==> src/rtl/j1_uart_tx_io.sv <==
`timescale 1ns/1ps
// UART transmitter responding on the j1 I/O bus: DATA push port, STATUS read port,
// small byte FIFO and an 8N1 serialiser driving the idle-high line.
module j1_uart_tx_io #(
    parameter logic [15:0] BASE_ADDR = 16'h1000,
    parameter int          CLK_DIV   = 434,
    parameter int          FIFO_AW   = 2
) (
    input  logic        sys_clk_i,
    input  logic        sys_rst_i,
    input  logic        io_rd,
    input  logic        io_wr,
    input  logic [15:0] io_addr,
    input  logic [15:0] io_dout,
    output logic [15:0] io_rdata_o,
    output logic        uart_tx_o,
    output logic        tx_busy_o
);
    localparam int                DEPTH     = 2 ** FIFO_AW;
    localparam int                BAUD_W    = $clog2(CLK_DIV);
    localparam logic [BAUD_W-1:0] BAUD_LAST = BAUD_W'(CLK_DIV - 1);
    localparam logic [15:0]       STAT_ADDR = BASE_ADDR + 16'd1;

    localparam logic [1:0] S_IDLE  = 2'd0;
    localparam logic [1:0] S_START = 2'd1;
    localparam logic [1:0] S_DATA  = 2'd2;
    localparam logic [1:0] S_STOP  = 2'd3;

    logic [7:0]         r_mem [0:DEPTH-1];
    logic [FIFO_AW:0]   r_wptr;
    logic [FIFO_AW:0]   r_rptr;
    logic               r_ovf;
    logic [1:0]         r_state;
    logic [BAUD_W-1:0]  r_baud;
    logic [2:0]         r_bit_idx;
    logic [7:0]         r_shift;
    logic               r_tx;

    logic w_empty;
    logic w_full;
    logic w_wr_data;
    logic w_stat_rd;
    logic w_bit_end;
    logic w_pop;
    logic w_push;
    logic w_ovf_set;
    logic w_unused;

    assign w_empty   = (r_wptr == r_rptr);
    assign w_full    = (r_wptr[FIFO_AW] != r_rptr[FIFO_AW]) &&
                       (r_wptr[FIFO_AW-1:0] == r_rptr[FIFO_AW-1:0]);
    assign w_wr_data = io_wr && (io_addr == BASE_ADDR);
    assign w_stat_rd = io_rd && (io_addr == STAT_ADDR);
    assign w_bit_end = (r_baud == BAUD_LAST);

    // The serialiser takes the head byte when idle or at the end of a stop bit.
    assign w_pop     = !w_empty && ((r_state == S_IDLE) ||
                                    ((r_state == S_STOP) && w_bit_end));
    // A full FIFO still accepts a byte when the head leaves on the same edge.
    assign w_push    = w_wr_data && (!w_full || w_pop);
    assign w_ovf_set = w_wr_data && w_full && !w_pop;
    assign w_unused  = ^io_dout[15:8];

    always_ff @(posedge sys_clk_i) begin
        if (w_push) begin
            r_mem[r_wptr[FIFO_AW-1:0]] <= io_dout[7:0];
        end
    end

    always_ff @(posedge sys_clk_i) begin
        if (sys_rst_i) begin
            r_wptr <= '0;
            r_rptr <= '0;
            r_ovf  <= 1'b0;
        end else begin
            if (w_push) begin
                r_wptr <= r_wptr + 1'b1;
            end
            if (w_pop) begin
                r_rptr <= r_rptr + 1'b1;
            end
            // A new overflow wins over the clear from a simultaneous STATUS read.
            if (w_ovf_set) begin
                r_ovf <= 1'b1;
            end else if (w_stat_rd) begin
                r_ovf <= 1'b0;
            end
        end
    end

    always_ff @(posedge sys_clk_i) begin
        if (sys_rst_i) begin
            r_state   <= S_IDLE;
            r_baud    <= '0;
            r_bit_idx <= '0;
            r_shift   <= '0;
            r_tx      <= 1'b1;
        end else begin
            if ((r_state == S_IDLE) || w_bit_end) begin
                r_baud <= '0;
            end else begin
                r_baud <= r_baud + 1'b1;
            end
            case (r_state)
                S_IDLE: begin
                    if (w_pop) begin
                        r_shift <= r_mem[r_rptr[FIFO_AW-1:0]];
                        r_tx    <= 1'b0;
                        r_state <= S_START;
                    end
                end
                S_START: begin
                    if (w_bit_end) begin
                        r_bit_idx <= '0;
                        r_tx      <= r_shift[0];
                        r_state   <= S_DATA;
                    end
                end
                S_DATA: begin
                    if (w_bit_end) begin
                        if (r_bit_idx == 3'd7) begin
                            r_tx    <= 1'b1;
                            r_state <= S_STOP;
                        end else begin
                            r_bit_idx <= r_bit_idx + 3'd1;
                            r_tx      <= r_shift[r_bit_idx + 3'd1];
                        end
                    end
                end
                default: begin
                    if (w_bit_end) begin
                        if (w_pop) begin
                            r_shift <= r_mem[r_rptr[FIFO_AW-1:0]];
                            r_tx    <= 1'b0;
                            r_state <= S_START;
                        end else begin
                            r_state <= S_IDLE;
                        end
                    end
                end
            endcase
        end
    end

    always_comb begin
        io_rdata_o = 16'h0000;
        if (w_stat_rd) begin
            io_rdata_o = {12'b0, r_ovf, w_full, w_empty, (r_state != S_IDLE)};
        end
    end

    assign uart_tx_o = r_tx;
    assign tx_busy_o = (r_state != S_IDLE) || !w_empty;

endmodule

==> config.mk <==
export PLATFORM = sky130hd
export DESIGN_NAME = j1_uart_tx_io
export DESIGN_NICKNAME = d
export VERILOG_FILES = /design/src/rtl/j1_uart_tx_io.sv
export SDC_FILE = /design/constraint.sdc
export NUM_CORES = 1
export LEC_CHECK = 0
export BUFFER_PORTS_ARGS = -buffer_cell sky130_fd_sc_hd__buf_2
export CORE_ASPECT_RATIO = 0.9
export CORE_MARGIN = 10
export CORE_UTILIZATION = 30
export CTS_CLUSTER_DIAMETER = 30
export DETAILED_ROUTE_END_ITERATION = 16
export GPL_ROUTABILITY_DRIVEN = 0
export SYNTH_ARGS = -nofsm -noshare
export SYNTH_HDL_FRONTEND = slang
export SYNTH_SLANG_ARGS = --single-unit
export TNS_END_PERCENT = 30
==> constraint.sdc <==
create_clock -name sys_clk_i -period 2.7 [get_ports sys_clk_i]
set_input_delay 0.135 -clock sys_clk_i [delete_from_list [all_inputs] [get_ports sys_clk_i]]
set_output_delay 0.135 -clock sys_clk_i [all_outputs]
set_load 0.02 [all_outputs]
# Word level (Yosys, flattened, before mapping)
# Memories as Yosys holds them, arrays and structs flattened. A register that Yosys moved wholly into a read port is not among the register bits.
# Cells that the tools add are included.
# op_classes
add_sub_neg	4
n_lt_le_gt_ge	1
n_eq_ne	15
muxes	29
bitwise_logic	1
n_reduce_logical	26
# op_table
cell	count
16-bit by 13-bit == test with 1-bit output (second input constant)	2
8-bit two-way mux	2
8-bit case mux with 2 select lines	1
2-bit two-way mux	7
1-bit two-way mux	11
2-bit inequality test (second input constant)	5
3-bit by 1-bit adder with 3-bit output (second input constant)	3
9-bit by 1-bit adder with 9-bit output (second input constant)	1
9-bit == test (second input constant)	1
3-bit two-way mux	3
1-bit logical AND	8
2-bit nonzero test	4
2-bit case mux with 3 select lines	1
3-bit case mux with 2 select lines	1
5-bit AND reduction	1
2-bit == test (second input constant)	2
1-bit logical OR	4
3-bit by 4-bit < comparator with 1-bit output (second input constant)	1
4-bit two-way mux	1
4-bit AND reduction	1
2-bit OR reduction	2
1-bit binary-select mux with 3-bit select	1
3-bit == test	1
3-bit == test (second input constant)	1
9 further kinds	11
# totals
ff_bits	30
ram_bits	32
in_bits	36
out_inout_bits	18
word_cells	85
memories	1
# mem_list
memory	words	word_bits	rd	rd_ports_with_merged_regs	wr	line_no	source
r_mem	4	8	1	1	1	29	logic [7:0] r_mem [0:DEPTH-1];

# Logic depth before layout (Yosys ltp)
# depth
ltp_word	8
ltp_mapped	8
depth_no_buf	6

# Worst setup path after synthesis
# No wires, ideal clock.
# synth_path
kind	reg2reg
start	reg r_baud[2]
end	mem r_mem[3][0], enable pin
setup_ps	332
arrival_time_ps	1598
required_ps	2368
slack_ps	770
stages_incl_launch_ff	5
path_buffers	0
synth_period_minus_slack_ps	1930
cell_sequence	dfxtp_1 nor4b_2 a31oi_1 a211oi_1 and2_1
# synth_between
elab_chain_len	8
# synth_lines
element	line_no	source
start: declaration	34	logic [BAUD_W-1:0] r_baud;
start signal: assignment	102	r_baud <= r_baud + 1'b1;
9-bit == test	54	assign w_bit_end = (r_baud == BAUD_LAST);
1-bit logical AND	58	((r_state == S_STOP) && w_bit_end));
1-bit logical OR	57	assign w_pop = !w_empty && ((r_state == S_IDLE) ||
1-bit logical AND	57	
1-bit logical OR	60	assign w_push = w_wr_data && (!w_full || w_pop);
1-bit logical AND	60	
1-bit two-way mux	65	if (w_push) begin
1-bit two-way mux (implied by the code)	66	r_mem[r_wptr[FIFO_AW-1:0]] <= io_dout[7:0];
end: declaration	29	
# Every way passes these cells.

# Worst setup path after layout
# layout_path
start	reg r_baud[2]
end	mem r_mem[3][5], enable pin
# The elaborated chain is that of the path after synthesis.

==> metrics <==
die width around 130 um; Port-buffer cells 33; DRT Wirelength a little over 6 mm; share of layout cells above drive strength 1 0.233; Worst setup EP type flip-flop; WS Path Type flip-flop to flip-flop; Max Clk Rate 436 MHz; Post-synth EDFFs 32; Final Hold Viols 0; final setup TNS 0 ns; Post-Place Cell Area 0.00335 mm2; # hold bufs at CTS 0; Die ar. ~0.015 mm2; Layout Cells excl Fill 430; Worst-Skew Late Latency 0.32 ns; CTS tree done; H-Tree Level Count 3; startpoint types flip-flop; slowest CP cell nor4b_2; Initial DRC Count 56; total CTS buffers 9; core area 0.0102 mm2; Top Layer Used met4; worst path buffer plus inverter count 0; clock root cell clkbuf_16; flops & latches, synth 64; LEAKAGE ~1.3 nW; RSZ-0062 raised after global routing false; global-route wire length before repair 10.4 mm; WP data arrival 2.26 ns; setup skew after layout between 0.007 and 0.008 ns; main combinational cell family by area after synthesis simple AND/OR/NAND/NOR gates; worst setup margin 0.407 ns; Area Overhead vs Synth 18.1%; vias in the first global route 2,136; DRT Pass-1 Iters 4; status complete, no violations; Post-Syn Area 0.00311 mm2; wl on met1 between 2 and 3 mm; XOR/XNOR Fraction of Synth Area 0.0366; top_reg_cell synth edfxtp_1; Post-Syn Instances 262; share of the yosys chip area belonging to registers 0.515; Post-DP HPWL 4.44 mm; Pins Over Slew Limit 0; asr flop ratio synth 0; initial antenna violation count 0; Die Ht 117 um; Filler cells slightly below 1,000; actual slew at the worst max-slew pin 0.816 ns; Post-Syn Area per Cell 11.9 um2; Vias/cell ~4.7; Max-Slew Margin vs Limit 0.452; CP Cell Sequence nor4b_2 > a31oi_1 > a211oi_1 > and2_1; Post-Synth Simple-Gate Area 0.151; vias 2,022; multi-input logic area 0.00139 mm2; ANT nets after route 0; CTS sink count 64; post-synthesis mux area share 0.107; I/O Pins 54; Finished Cell Area 0.00367 mm2; mean routed wirelength per cell 14.1 um; worst slack, placed between 0.4 and 0.5 ns; DR DRC count 0; crit path max fanout 8; Post CTS Setup Buffer Count 0; final worst path period need roughly 2.3 ns; largest net degree at the start of global routing 30; Met3 Routed Length 356 um; Setup-failing EPs final 0; Inst Count DP 414; maximum VDD drop 266 uV; cell family with most CP delay simple AND/OR/NAND/NOR gates; All-Layer GR Usage 0.0875; max_cap viols 0; Final Total Pwr around 2.6 mW; crit share post-route 0.849; Min-Delay Path Class input pin to flip-flop; FF/Latch Area 0.00160 mm2; GR Overflow Total 0; clock slew at reported path FFs 0.06 ns; pwr/cell area 709 mW/mm2; Clock Path Buffers 2; ant diodes 0; row cnt 35; warnings from Yosys 0; Final #Nets 345; Adder-Cell Fraction of Synth Area 0.0523; Initial Utilization 0.305; met2 wire len 2.73 mm; Synth Area in Compound Gates 0.0840; PostCTS Resize Cnt 0; WP data required 2.67 ns; CP peak stage delay 0.46 ns; count of cell types in the netlist 49
==> Yosys cell counts (7+ instances only) <==
cell type / number / area [um2]
ha_1: 13 / 163
nor2_1: 22 / 82.6
a21oi_1: 14 / 70.1
o21ai_0: 9 / 45.0
xnor2_1: 7 / 61.3
nand3_1: 7 / 35.0
mux4_2: 10 / 225
nand2b_1: 8 / 50.1
dfxtp_1: 32 / 641
buf_4: 12 / 90.1
nand3b_1: 9 / 67.6
inv_1: 8 / 30.0
edfxtp_1: 32 / 961
==> kinds of logic after synthesis <==
| family | after synthesis |
|---|---|
| simple gates | 82 |
| flops | 64 |
| compound gates | 39 |
| buf+inv | 30 |
| mux | 20 |
| fa+ha+maj | 13 |
| xor+xnor | 13 |
| other cells | 1 |
==> registers in the layout (all words and copies together), names as in the netlist, named ones only <==
register,count
r_shift,8
r_rptr,3
uart_tx_o,1
r_ovf,1
r_bit_idx,3
r_mem,32
r_state,2
r_wptr,3
r_baud,9
==> area by class of cell <==
| type | instances | area share |
|---|---|---|
| repair buffers | 34 | 0.0470 |
| well taps | 129 | 0.0439 |
| clock inverters | 7 | 0.0262 |
| inverters | 8 | 0.00817 |
| multi-input cells | 179 | 0.377 |
| flip-flops and latches | 64 | 0.436 |
| clock buffers | 9 | 0.0613 |
==> worst reg2reg max path: stages (launching register included) <==
cell and delay, ns:
dfxtp_1 0.37, nor4b_2 0.46, a31oi_1 0.22, a211oi_1 0.43, and2_1 0.47
==> report_power, final <==
part           switching, mW  total [mW]  leakage (nW)  internal [mW]
Combinational          0.162       0.291         0.608          0.128
Clock                  0.415        1.22         0.159          0.808
Sequential            0.0385        1.09         0.545           1.05
==> layer usage <==
layer  track usage  up-vias
met5             0        -
met3        0.0331        9
met2         0.134       51
met1         0.108      959
li1              -     1003
met4        0.0364        0
==> final timing paths <==
check             slack, ns     endpoint       start  cells past startpoint
hold / removal         0.03  r_mem[3][1]  io_dout[1]                      1
hold reg to reg        0.48   r_shift[2]  r_shift[2]                      2
setup / recovery       0.41  r_mem[3][5]   r_baud[2]                      4
setup reg to reg       0.41  r_mem[3][5]   r_baud[2]                      4
==> cell usage in the layout, fill, tap and decap left out, types with 8 or more instances in the layout <==
master and count:
inv_1 8, nand2b_1 8, clkbuf_16 9, mux4_2 10
o21ai_0 9, buf_2 33, nor2_1 22, a21oi_1 14
nand3b_1 9, dfxtp_1 32, edfxtp_1 32, conb_1 12
ha_1 13
==> metrics by stage <==
stage	hold slack (ns)	util
3_3_place_gp	0.353	0.329
6_report	0.0280	0.360
4_1_cts	0.0168	0.360
3_5_place_dp	0.356	0.329
2_1_floorplan	0.234	-
5_1_grt	0.0262	0.360
No activity file was read; power rests on OpenSTA's default activity.
